--- src/rtl/pll_phase_sequencer_pkg.sv ---
// Shared types and constants for the PLL phase sequencer.
//   state_t     : sequencer FSM states
//   CSEL_*      : PLL phasecounterselect encodings
//   mod_steps() : reduce a value modulo the phase-step count
package pll_phase_sequencer_pkg;

  typedef enum logic [2:0] {
    IDLE,
    CHECKSRC,
    CLKSW,
    WAITLOCK,
    PLAN,
    STEP_ASSERT,
    STEP_WAIT
  } state_t;

  localparam logic [2:0] CSEL_ALL = 3'b000;
  localparam logic [2:0] CSEL_M   = 3'b001;
  localparam logic [2:0] CSEL_C0  = 3'b010;
  localparam logic [2:0] CSEL_C1  = 3'b011;
  localparam logic [2:0] CSEL_C2  = 3'b100;
  localparam logic [2:0] CSEL_C3  = 3'b101;
  localparam logic [2:0] CSEL_C4  = 3'b110;

  function automatic logic [8:0] mod_steps(input logic [8:0] v, input int unsigned n);
    return 9'(32'(v) % n);
  endfunction

endpackage

--- src/rtl/pll_phase_sequencer_scanclk_gen.sv ---
// Free-running scanclk divider.
//   clk, reset : system clock, synchronous active-high reset
//   scanclk    : clk / (2*DIV)
//   scan_rise  : high on the clk cycle whose closing edge raises scanclk
//   scan_fall  : high on the clk cycle whose closing edge lowers scanclk
module pll_phase_sequencer_scanclk_gen #(
  parameter int DIV = 4
) (
  input  logic clk,
  input  logic reset,
  output logic scanclk,
  output logic scan_rise,
  output logic scan_fall
);

  localparam int CW = (DIV > 1) ? $clog2(DIV) : 1;

  logic [CW-1:0] div_cnt;
  logic          tick;

  assign tick      = (div_cnt == CW'(DIV - 1));
  assign scan_rise = tick & ~scanclk;
  assign scan_fall = tick &  scanclk;

  always_ff @(posedge clk) begin
    if (reset) begin
      div_cnt <= '0;
      scanclk <= 1'b0;
    end else if (tick) begin
      div_cnt <= '0;
      scanclk <= ~scanclk;
    end else begin
      div_cnt <= div_cnt + CW'(1);
    end
  end

endmodule

--- src/rtl/pll_phase_sequencer.sv ---
// PLL dynamic phase / input-clock reconfiguration sequencer.
// Accepts absolute phase targets, optionally switches the PLL input clock,
// then issues the minimum number of single phase steps in the shortest
// direction while tracking the applied phase.
//   clk, reset                      : system clock, synchronous active-high reset
//   updatepll/pll_clk_src/phase     : request strobe and its target
//   phasedone/activeclock/pll_locked: PLL status inputs
//   phasecounterselect..clkswitch   : PLL control pins
//   busy, current_phase, error      : sequencer status
module pll_phase_sequencer
  import pll_phase_sequencer_pkg::*;
#(
  parameter int         NSTEPS       = 64,
  parameter int         SCANCLK_DIV  = 4,
  parameter logic [2:0] CNT_SEL      = CSEL_ALL,
  parameter int         CLKSW_CYCLES = 4,
  parameter int         TIMEOUT      = 1023
) (
  input  logic       clk,
  input  logic       reset,
  input  logic       updatepll,
  input  logic       pll_clk_src,
  input  logic [7:0] pll_clk_phase,
  input  logic       phasedone,
  input  logic       activeclock,
  input  logic       pll_locked,
  output logic [2:0] phasecounterselect,
  output logic       phaseupdown,
  output logic       phasestep,
  output logic       scanclk,
  output logic       clkswitch,
  output logic       busy,
  output logic [7:0] current_phase,
  output logic       error
);

  localparam int TW  = $clog2(TIMEOUT + 1);
  localparam int CKW = (CLKSW_CYCLES > 1) ? $clog2(CLKSW_CYCLES) : 1;

  state_t         state;
  logic           pending;
  logic           tgt_src;
  logic [8:0]     tgt_phase;
  logic [8:0]     cur;
  logic [8:0]     steps;
  logic [TW-1:0]  tmo;
  logic [CKW-1:0] sw_cnt;
  logic [1:0]     stage;      // 0: wait a scanclk edge, 1: wait fall to assert, 2: holding
  logic [1:0]     rises;
  logic           seen_low;
  logic           step_q;
  logic           clksw_q;
  logic           scan_rise;
  logic           scan_fall;

  logic [8:0] sum, diff, cur_up, cur_dn;

  pll_phase_sequencer_scanclk_gen #(.DIV(SCANCLK_DIV)) u_scanclk (
    .clk       (clk),
    .reset     (reset),
    .scanclk   (scanclk),
    .scan_rise (scan_rise),
    .scan_fall (scan_fall)
  );

  // Reset must kill the strobes in the same cycle it is raised, not one later.
  assign phasestep          = step_q  & ~reset;
  assign clkswitch          = clksw_q & ~reset;
  assign phasecounterselect = CNT_SEL;
  assign current_phase      = cur[7:0];

  // Both operands are < NSTEPS, so one conditional subtract gives the modulo.
  always_comb begin
    sum    = tgt_phase + 9'(NSTEPS) - cur;
    diff   = (sum >= 9'(NSTEPS)) ? sum - 9'(NSTEPS) : sum;
    cur_up = (cur == 9'(NSTEPS - 1)) ? 9'd0 : cur + 9'd1;
    cur_dn = (cur == 9'd0) ? 9'(NSTEPS - 1) : cur - 9'd1;
  end

  always_ff @(posedge clk) begin
    if (reset) begin
      state       <= IDLE;
      pending     <= 1'b0;
      tgt_src     <= 1'b0;
      tgt_phase   <= '0;
      cur         <= '0;
      steps       <= '0;
      tmo         <= '0;
      sw_cnt      <= '0;
      stage       <= '0;
      rises       <= '0;
      seen_low    <= 1'b0;
      step_q      <= 1'b0;
      clksw_q     <= 1'b0;
      phaseupdown <= 1'b1;
      busy        <= 1'b0;
      error       <= 1'b0;
    end else begin
      // Capture in any state; a later strobe simply overwrites the target.
      if (updatepll) begin
        tgt_src   <= pll_clk_src;
        tgt_phase <= mod_steps({1'b0, pll_clk_phase}, NSTEPS);
        pending   <= 1'b1;
      end

      case (state)
        IDLE: begin
          // Accepting the strobe directly lets busy rise one clk after it.
          if (pending || updatepll) begin
            pending <= 1'b0;
            error   <= 1'b0;
            busy    <= 1'b1;
            state   <= CHECKSRC;
          end
        end

        CHECKSRC: begin
          if (tgt_src != activeclock) begin
            clksw_q <= 1'b1;
            sw_cnt  <= CKW'(CLKSW_CYCLES - 1);
            state   <= CLKSW;
          end else begin
            state <= PLAN;
          end
        end

        CLKSW: begin
          if (sw_cnt == '0) begin
            clksw_q <= 1'b0;
            tmo     <= '0;
            state   <= WAITLOCK;
          end else begin
            sw_cnt <= sw_cnt - CKW'(1);
          end
        end

        WAITLOCK: begin
          if (pll_locked) begin
            state <= PLAN;
          end else if (tmo == TW'(TIMEOUT - 1)) begin
            error <= 1'b1;
            busy  <= 1'b0;
            state <= IDLE;
          end else begin
            tmo <= tmo + TW'(1);
          end
        end

        PLAN: begin
          if (diff == '0) begin
            busy  <= 1'b0;
            state <= IDLE;
          end else begin
            if (diff <= 9'(NSTEPS / 2)) begin
              phaseupdown <= 1'b1;
              steps       <= diff;
            end else begin
              phaseupdown <= 1'b0;
              steps       <= 9'(NSTEPS) - diff;
            end
            stage <= 2'd0;
            state <= STEP_ASSERT;
          end
        end

        STEP_ASSERT: begin
          case (stage)
            // A scan_rise must pass after phaseupdown settles before stepping.
            2'd0: if (scan_rise) stage <= 2'd1;
            2'd1: begin
              if (scan_fall) begin
                step_q <= 1'b1;
                rises  <= 2'd0;
                stage  <= 2'd2;
              end
            end
            default: begin
              if (scan_rise && rises != 2'd2) rises <= rises + 2'd1;
              if (scan_fall && rises == 2'd2) begin
                step_q   <= 1'b0;
                tmo      <= '0;
                seen_low <= 1'b0;
                state    <= STEP_WAIT;
              end
            end
          endcase
        end

        STEP_WAIT: begin
          if (!phasedone) seen_low <= 1'b1;
          if (seen_low && phasedone) begin
            cur   <= phaseupdown ? cur_up : cur_dn;
            steps <= steps - 9'd1;
            if (steps == 9'd1) begin
              busy  <= 1'b0;
              state <= IDLE;
            end else begin
              stage <= 2'd0;
              state <= STEP_ASSERT;
            end
          end else if (tmo == TW'(TIMEOUT - 1)) begin
            error <= 1'b1;
            busy  <= 1'b0;
            state <= IDLE;
          end else begin
            tmo <= tmo + TW'(1);
          end
        end

        default: state <= IDLE;
      endcase
    end
  end

endmodule

--- config.mk ---
export PLATFORM = sky130hd
export DESIGN_NAME = pll_phase_sequencer
export DESIGN_NICKNAME = d
export VERILOG_FILES = /design/src/rtl/pll_phase_sequencer_pkg.sv /design/src/rtl/pll_phase_sequencer_scanclk_gen.sv /design/src/rtl/pll_phase_sequencer.sv
export SDC_FILE = /design/constraint.sdc
export NUM_CORES = 1
export LEC_CHECK = 0
export ABC_AREA = 1
export ABC_CLOCK_PERIOD_IN_PS = 2600
export BUFFER_PORTS_ARGS = -buffer_cell sky130_fd_sc_hd__buf_2
export CORE_UTILIZATION = 30
export DETAILED_ROUTE_END_ITERATION = 16
export SLEW_MARGIN = 10
export SYNTH_ARGS = -nofsm -noshare
export SYNTH_HDL_FRONTEND = slang
export SYNTH_SLANG_ARGS = --single-unit
export TNS_END_PERCENT = 100
--- constraint.sdc ---
create_clock -name clk -period 2.6 [get_ports clk]
set_clock_uncertainty 0.15 [all_clocks]
set_input_delay 0.26 -clock clk [delete_from_list [all_inputs] [get_ports clk]]
set_output_delay 0.26 -clock clk [all_outputs]
set_load 0.01 [all_outputs]
==> Word level (Yosys, flattened, before mapping) <==
Index checks and enable logic that the tools add are counted.
{ "op_classes": {"n_addsub": 11, "order_cmp": 2, "n_eq_ne": 32, "n_mux": 64, "bitwise_logic": 8, "reduce_logical": 33} }
{ "ops": {"columns": ["op", "count"], "rows": [
  ["2-to-1 mux 9 bit", 7],
  ["2-to-1 mux 10 bit", 6],
  ["one-hot mux 10 bit (4 select lines)", 1],
  ["2-to-1 mux 3 bit", 10],
  ["inequality test 2 bit, second input constant", 15],
  ["one-hot mux 3 bit (7 select lines)", 1],
  ["2-to-1 mux 1 bit", 20],
  ["AND reduction 4 bit", 5],
  ["logical NOT 9 bit", 2],
  ["2-to-1 mux 2 bit", 9],
  ["one-hot mux 9 bit (2 select lines)", 1],
  ["subtractor 9 x 1 -> 9 bit, second input constant", 2],
  ["inequality test 3 bit, second input constant", 4],
  ["one-hot mux 2 bit (2 select lines)", 3],
  ["adder 10 x 1 -> 10 bit, second input constant", 1],
  ["== test 10 bit, second input constant", 1],
  ["nonzero test 2 bit", 5],
  ["adder 9 x 1 -> 9 bit, second input constant", 1],
  ["== test 3 bit, second input constant", 3],
  ["== test 9 x 1 -> 1 bit, second input constant", 1],
  ["== test 9 x 6 -> 1 bit, second input constant", 1],
  [">= comparator 9 x 7 -> 1 bit, second input constant", 1],
  ["<= comparator 9 x 6 -> 1 bit, second input constant", 1],
  ["AND reduction 3 bit", 3],
  ["other kinds (28)", 46]
]} }
{ "totals": {"ff_bits": 54, "input_bits": 15, "elab_cells": 168} }

==> Depth between registers and ports, before layout <==
{ "depth": {"depth_word": 8, "ltp_mapped": 22, "mapped_depth_nobuf": 22} }

==> Hierarchy <==
A second synthesis with hierarchy kept.
{ "unflattened": {"hier_cells": 611, "hier_area_um2": 4035.1} }
{ "by_module_without_submodules": {"columns": ["mod", "instances", "cells_each", "area_per_inst_um2"], "rows": [
  ["pll_phase_sequencer", 1, 597, 3920.0],
  ["pll_phase_sequencer_scanclk_gen", 1, 14, 115.1]
]} }

==> Least setup slack after synthesis <==
No wires, ideal clock.
{ "synth_path": {"kind": "reg-to-reg", "from": "register cur[3]", "to": "register state[2]", "arrival_time_ns": 2.548, "required_time_ns": 2.337, "path_slack_ns": -0.211, "path_stages_with_launch": 17, "path_buffers": 1, "period_less_slack_ns": 2.811, "path_cell_list": "dfxtp_1 > clkinv_1 > ha_1 > or2_1 > nand3b_1 > nand2_1 > nand2_1 > nand2_2 > ha_1 > inv_1 > o21ai_4 > nand3_2 > nand2_2 > buf_6 > nand2_2 > o21ai_1 > inv_1"} }
{ "synth_via": {"elab_chain_len": 6, "word_cells_on_any_way": 7} }
{ "synth_lines": {"columns": ["element", "line_no", "rtl"], "rows": [
  ["start: declaration", "pll_phase_sequencer.sv:44", "logic [8:0] cur;"],
  ["start signal: assignment", "pll_phase_sequencer.sv:192", "cur <= phaseupdown ? cur_up : cur_dn;"],
  ["subtractor 8 x 9 -> 9 bit *", "pll_phase_sequencer.sv:74", "sum = tgt_phase + 9'(NSTEPS) - cur;"],
  ["subtractor 9 x 7 -> 9 bit or >= comparator 9 x 7 -> 1 bit (tied branches)", "pll_phase_sequencer.sv:75", "diff = (sum >= 9'(NSTEPS)) ? sum - 9'(NSTEPS) : sum;"],
  ["2-to-1 mux 9 bit *", "pll_phase_sequencer.sv:75", null],
  ["logical NOT 9 bit *", "pll_phase_sequencer.sv:150", "if (diff == '0) begin"],
  ["2-to-1 mux 3 bit *", "pll_phase_sequencer.sv:150", null],
  ["one-hot mux 3 bit (7 select lines) *", "pll_phase_sequencer.sv:106", "case (state)"],
  ["end signal: assignment", "pll_phase_sequencer.sv:82", "state <= IDLE;"],
  ["end signal: assignment", "pll_phase_sequencer.sv:113", "state <= CHECKSRC;"],
  ["end signal: assignment", "pll_phase_sequencer.sv:152", "state <= IDLE;"],
  ["end: declaration", "pll_phase_sequencer.sv:40", "state_t state;"]
]} }
Mark *: on every way between the ends. The rest lies on a longest branch, timed or not.
A chain may end at the register's enable or synchronous reset.

==> Worst setup path in the final report <==
{ "layout_path": {"from": "register tgt_phase[0]", "to": "register steps[5]"} }
{ "layout_via": {"elab_chain_len": 8, "word_cells_on_any_way": 13} }
{ "layout_lines": {"columns": ["element", "line_no", "rtl"], "rows": [
  ["start: declaration", "pll_phase_sequencer.sv:43", "logic [8:0] tgt_phase;"],
  ["start signal: assignment", "pll_phase_sequencer.sv:102", "tgt_phase <= mod_steps({1'b0, pll_clk_phase}, NSTEPS);"],
  ["adder 6 x 7 -> 8 bit *", "pll_phase_sequencer.sv:74", null],
  ["subtractor 8 x 9 -> 9 bit *", "pll_phase_sequencer.sv:74", null],
  ["subtractor 9 x 7 -> 9 bit or >= comparator 9 x 7 -> 1 bit (tied branches)", "pll_phase_sequencer.sv:75", null],
  ["2-to-1 mux 9 bit *", "pll_phase_sequencer.sv:75", null],
  ["subtractor 7 x 9 -> 9 bit or <= comparator 9 x 6 -> 1 bit (tied branches)", "pll_phase_sequencer.sv:159, pll_phase_sequencer.sv:154", null],
  ["2-to-1 mux 9 bit", "pll_phase_sequencer.sv:154", "if (diff <= 9'(NSTEPS / 2)) begin"],
  ["2-to-1 mux 9 bit", "pll_phase_sequencer.sv:150", null],
  ["one-hot mux 9 bit (2 select lines)", "pll_phase_sequencer.sv:106", null],
  ["end signal: assignment", "pll_phase_sequencer.sv:156", "steps <= diff;"],
  ["end signal: assignment", "pll_phase_sequencer.sv:159", "steps <= 9'(NSTEPS) - diff;"],
  ["end signal: assignment", "pll_phase_sequencer.sv:193", "steps <= steps - 9'd1;"],
  ["end: declaration", "pll_phase_sequencer.sv:45", "logic [8:0] steps;"]
]} }
Mark *: on every way between the ends. The rest lies on a longest branch, timed or not. The select of a mux whose other input is x is not followed.

==> results.py <==
metrics = {
    "grt": {
        "grt_usage_pct": 16.0,
        "antenna_found_initial": 0,
        "grt_pass1_vias": 3892,
        "gr-total-overflow": 0,
        "grt_pass1_wl_mm": 17.4,
        "grt_max_degree": 22,
    },
    "clock_tree": {
        "clkTransAtPathRegs_ps": 80,
        "clock-sinks": 54,
        "cts_root_buffer": "clkbuf_16",
        "clockBufferDepth": 2,
        "clk_latency_ps": 300,
        "cts_tree": "built",
        "cts_hold_buf": 0,
        "h-tree-depth": 2,
        "cts_buffers": 5,
    },
    "logic_synthesis": {
        "synth-main-ff-cell": "dfxtp_1",
        "synth_edf_count": 0,
        "ys_seq_area_share_pct": 27.4,
        "synth_cell_type_count": 47,
        "synth_seq_cells": 54,
        "netlist_area_sq_mm": 0.00394,
        "syn_avg_cell_area_sq_um": 6.55,
        "syn-instance-count": 602,
        "ys_async_sr_fraction_pct": 0,
        "yosysWarningCount": 0,
    },
    "critical_path": {
        "worstReg2RegEnd": "steps[5]$_SDFFE_PP0P_",
        "critPathMaxStageDelay_ps": 350,
        "crit_fanout": 5,
        "slowest_stage": "fa_2",
        "worst-endpoint-required_ps": 2690,
        "worstSetupStartpoint": "tgt_phase[0]$_SDFFE_PP0P_",
        "r2r_setup_slack_ps": -40,
        "r2r-start": "tgt_phase[0]$_SDFFE_PP0P_",
        "cp-endpoint": "steps[5]$_SDFFE_PP0P_",
        "crit_path_cell_trace": "inv_2, ha_4, fa_2, inv_2, nand2_2, nand2_2, nand3b_1, nand2_1, nand2_2, nand2_4, ha_4, inv_1, nand3_1, nand2_1, inv_2, nand2_4, nand3_2, nand2_4, buf_4, nand3_1, nand2_1, a21oi_1",
        "reg2reg_depth": 22,
        "worstSetupPathType": "reg2reg",
        "cp-end-kind": "register",
        "critPathArrivalTime_ps": 2730,
        "start_kind": "register",
    },
    "power": {
        "total_power_mw": 3.37,
        "power.leakage_nw": 2.29,
        "ir_worst_vdd_mv": 0.409,
        "power_density_mw_per_mm2": 691,
    },
    "routing": {
        "wl_mm": 10.1,
        "drt_pass1_iterations": 5,
        "vias": 3940,
        "drt-wirelength-per-cell_um": 12.1,
        "drc": 0,
        "avgViaCountPerCell": 4.71,
        "drtIter0Drc": 191,
        "ant_nets": 0,
    },
    "sta": {
        "fin_crit_sh_pct": 102,
        "fin_crit_ps": 2640,
        "fmaxAchievable_ghz": 0.378,
        "rsz0062_at_grt": "true",
        "setup_viol": 9,
        "finalSetupTns_ps": -164,
        "drv_slew": 0,
        "setup_ws_ps": -42.6,
        "hold_viol_final": 0,
    },
    "layout": {
        "syn_to_final_growth_pct": 23.5,
        "fin_util_pct": 38.3,
        "fill_cells": 1384,
        "drive_gt1_share_pct": 23.5,
        "diodes": 0,
        "final_nets": 696,
        "final_common_cell": "nand2_1",
        "stdcell_count": 836,
        "layout_common_cells": "nand2_1, nor2_1, inv_1",
    },
    "floorplanning": {
        "ioPinCount": 32,
        "die_w_um": 117,
        "die_height_um": 117,
        "core_sq_mm": 0.0127,
        "dieArea_sq_mm": 0.0136,
        "start_util_pct": 31.0,
        "row_count": 41,
    },
    "job": {
        "cap_violations": 0,
    },
    "hold_path": {
        "holdCritStartpoint": "pll_clk_phase[2]",
        "min_path_type": "in2reg",
    },
    "place": {
        "place_inst": 825,
        "gp_congestion": 0.814,
        "portBuffers": 26,
        "post-place-ws_ps": -137,
        "hpwl_mm": 7.73,
    },
    "status": {
        "status": "finished, violations left",
        "violations": "setup timing",
    },
}
[worst max-delay path: cells and delay by family, from the launching register on]
| kind | cells | cell delay [ps] |
|---|---|---|
| compound gates | 1 | 120 |
| buf+inv | 5 | 390 |
| fa+ha+maj | 3 | 630 |
| flops | 1 | 320 |
| simple gates | 13 | 950 |
[worst min path at each step]
stage                                            to  slack, ps  cells past startpoint
detailed placement  u_scanclk.div_cnt[0]$_SDFF_PP0_        270                      1
CTS                       tgt_phase[2]$_SDFFE_PP0P_         20                      3
global placement    u_scanclk.div_cnt[0]$_SDFF_PP0_        260                      1
floorplan                 tgt_phase[2]$_SDFFE_PP0P_        240                      2
finish                    tgt_phase[2]$_SDFFE_PP0P_         30                      3
global route              tgt_phase[2]$_SDFFE_PP0P_         50                      3
[state kept, by name, summed over array words and instances (netlist names), 2 cells and up]
| name | cells |
|---|---|
| tmo | 10 |
| stage | 2 |
| u_scanclk.div_cnt | 2 |
| rises | 2 |
| cur | 9 |
| state | 3 |
| sw_cnt | 2 |
| tgt_phase | 6 |
| steps | 9 |
[area by class of cell]
cell class,count,area [sq um],share of cell area [%]
Clock buffer,5,125,2.57
Clock inverter,3,48.8,1.00
Inverter,88,340,6.99
Multi-Input combinational cell,440,2560,52.5
Sequential cell,54,1080,22.3
Tap cell,172,215,4.42
Timing Repair Buffer,74,498,10.2
[power by group]
part / total [mW] / leakage [nW] / switching [mW] / internal [mW]
registers: 1.08 / 0.441 / 0.121 / 0.961
clock network: 0.813 / 0.0819 / 0.351 / 0.463
logic: 1.47 / 1.77 / 0.912 / 0.560
[through the flow]
step	cell area (sq um)	hold slack (ps)
after floorplan	4020	245
after global placement	4550	262
after detailed placement	4550	272
after CTS	4790	23.4
final	4870	27.8
after global routing	4870	51.1
[synthesized netlist by cell type (2+ instances only)]
cell / n / area share, %
o21ai_0: 34 / 4.3
or2_1: 2 / 0.32
buf_4: 11 / 2.1
a31oi_1: 4 / 0.63
nor3_4: 2 / 0.82
nand3b_1: 3 / 0.57
nand4_1: 12 / 1.9
inv_1: 79 / 7.5
ha_1: 17 / 5.4
nor2_1: 84 / 8.0
nand2_1: 123 / 12
buf_6: 4 / 1.1
nand3_1: 37 / 4.7
xnor2_1: 5 / 1.1
dfxtp_1: 54 / 27
clkbuf_1: 8 / 0.76
o21ai_1: 4 / 0.51
a211oi_1: 12 / 2.3
nand3_2: 2 / 0.51
a21oi_1: 35 / 4.4
nor3b_1: 3 / 0.57
clkinv_1: 3 / 0.29
nor3_1: 12 / 1.5
nor2_2: 2 / 0.32
or2_2: 5 / 0.79
o211ai_1: 2 / 0.38
o31ai_1: 2 / 0.38
nand2_2: 6 / 0.95
inv_2: 4 / 0.38
xor2_1: 13 / 2.9
o21ai_2: 2 / 0.44
[cell families after synthesis]
family          Yosys count  synth area share [%]
simple gates            302                  35.8
buf+inv                 111                  12.5
compound gates           98                  14.2
flops                    54                  27.4
xor+xnor                 18                  4.00
fa+ha+maj                18                  5.90
other cells               1                0.0951
[layer usage]
metal | up-vias | GRT usage (%) | wire length [um]
met1 | 1814 | 20.5 | 4810
met4 | 0 | 5.74 | 138
li1 | 2054 | - | -
met2 | 62 | 27.5 | 4800
met5 | - | 0 | 0
met3 | 10 | 2.34 | 346
[timing repair]
action                     CTS  global route
gates cloned                 1             0
gates resized for setup     15            26
setup endpoints to repair   15            18
setup buffers                1             1
pin swaps                    8            12
No activity file was read; power rests on OpenSTA's default activity.
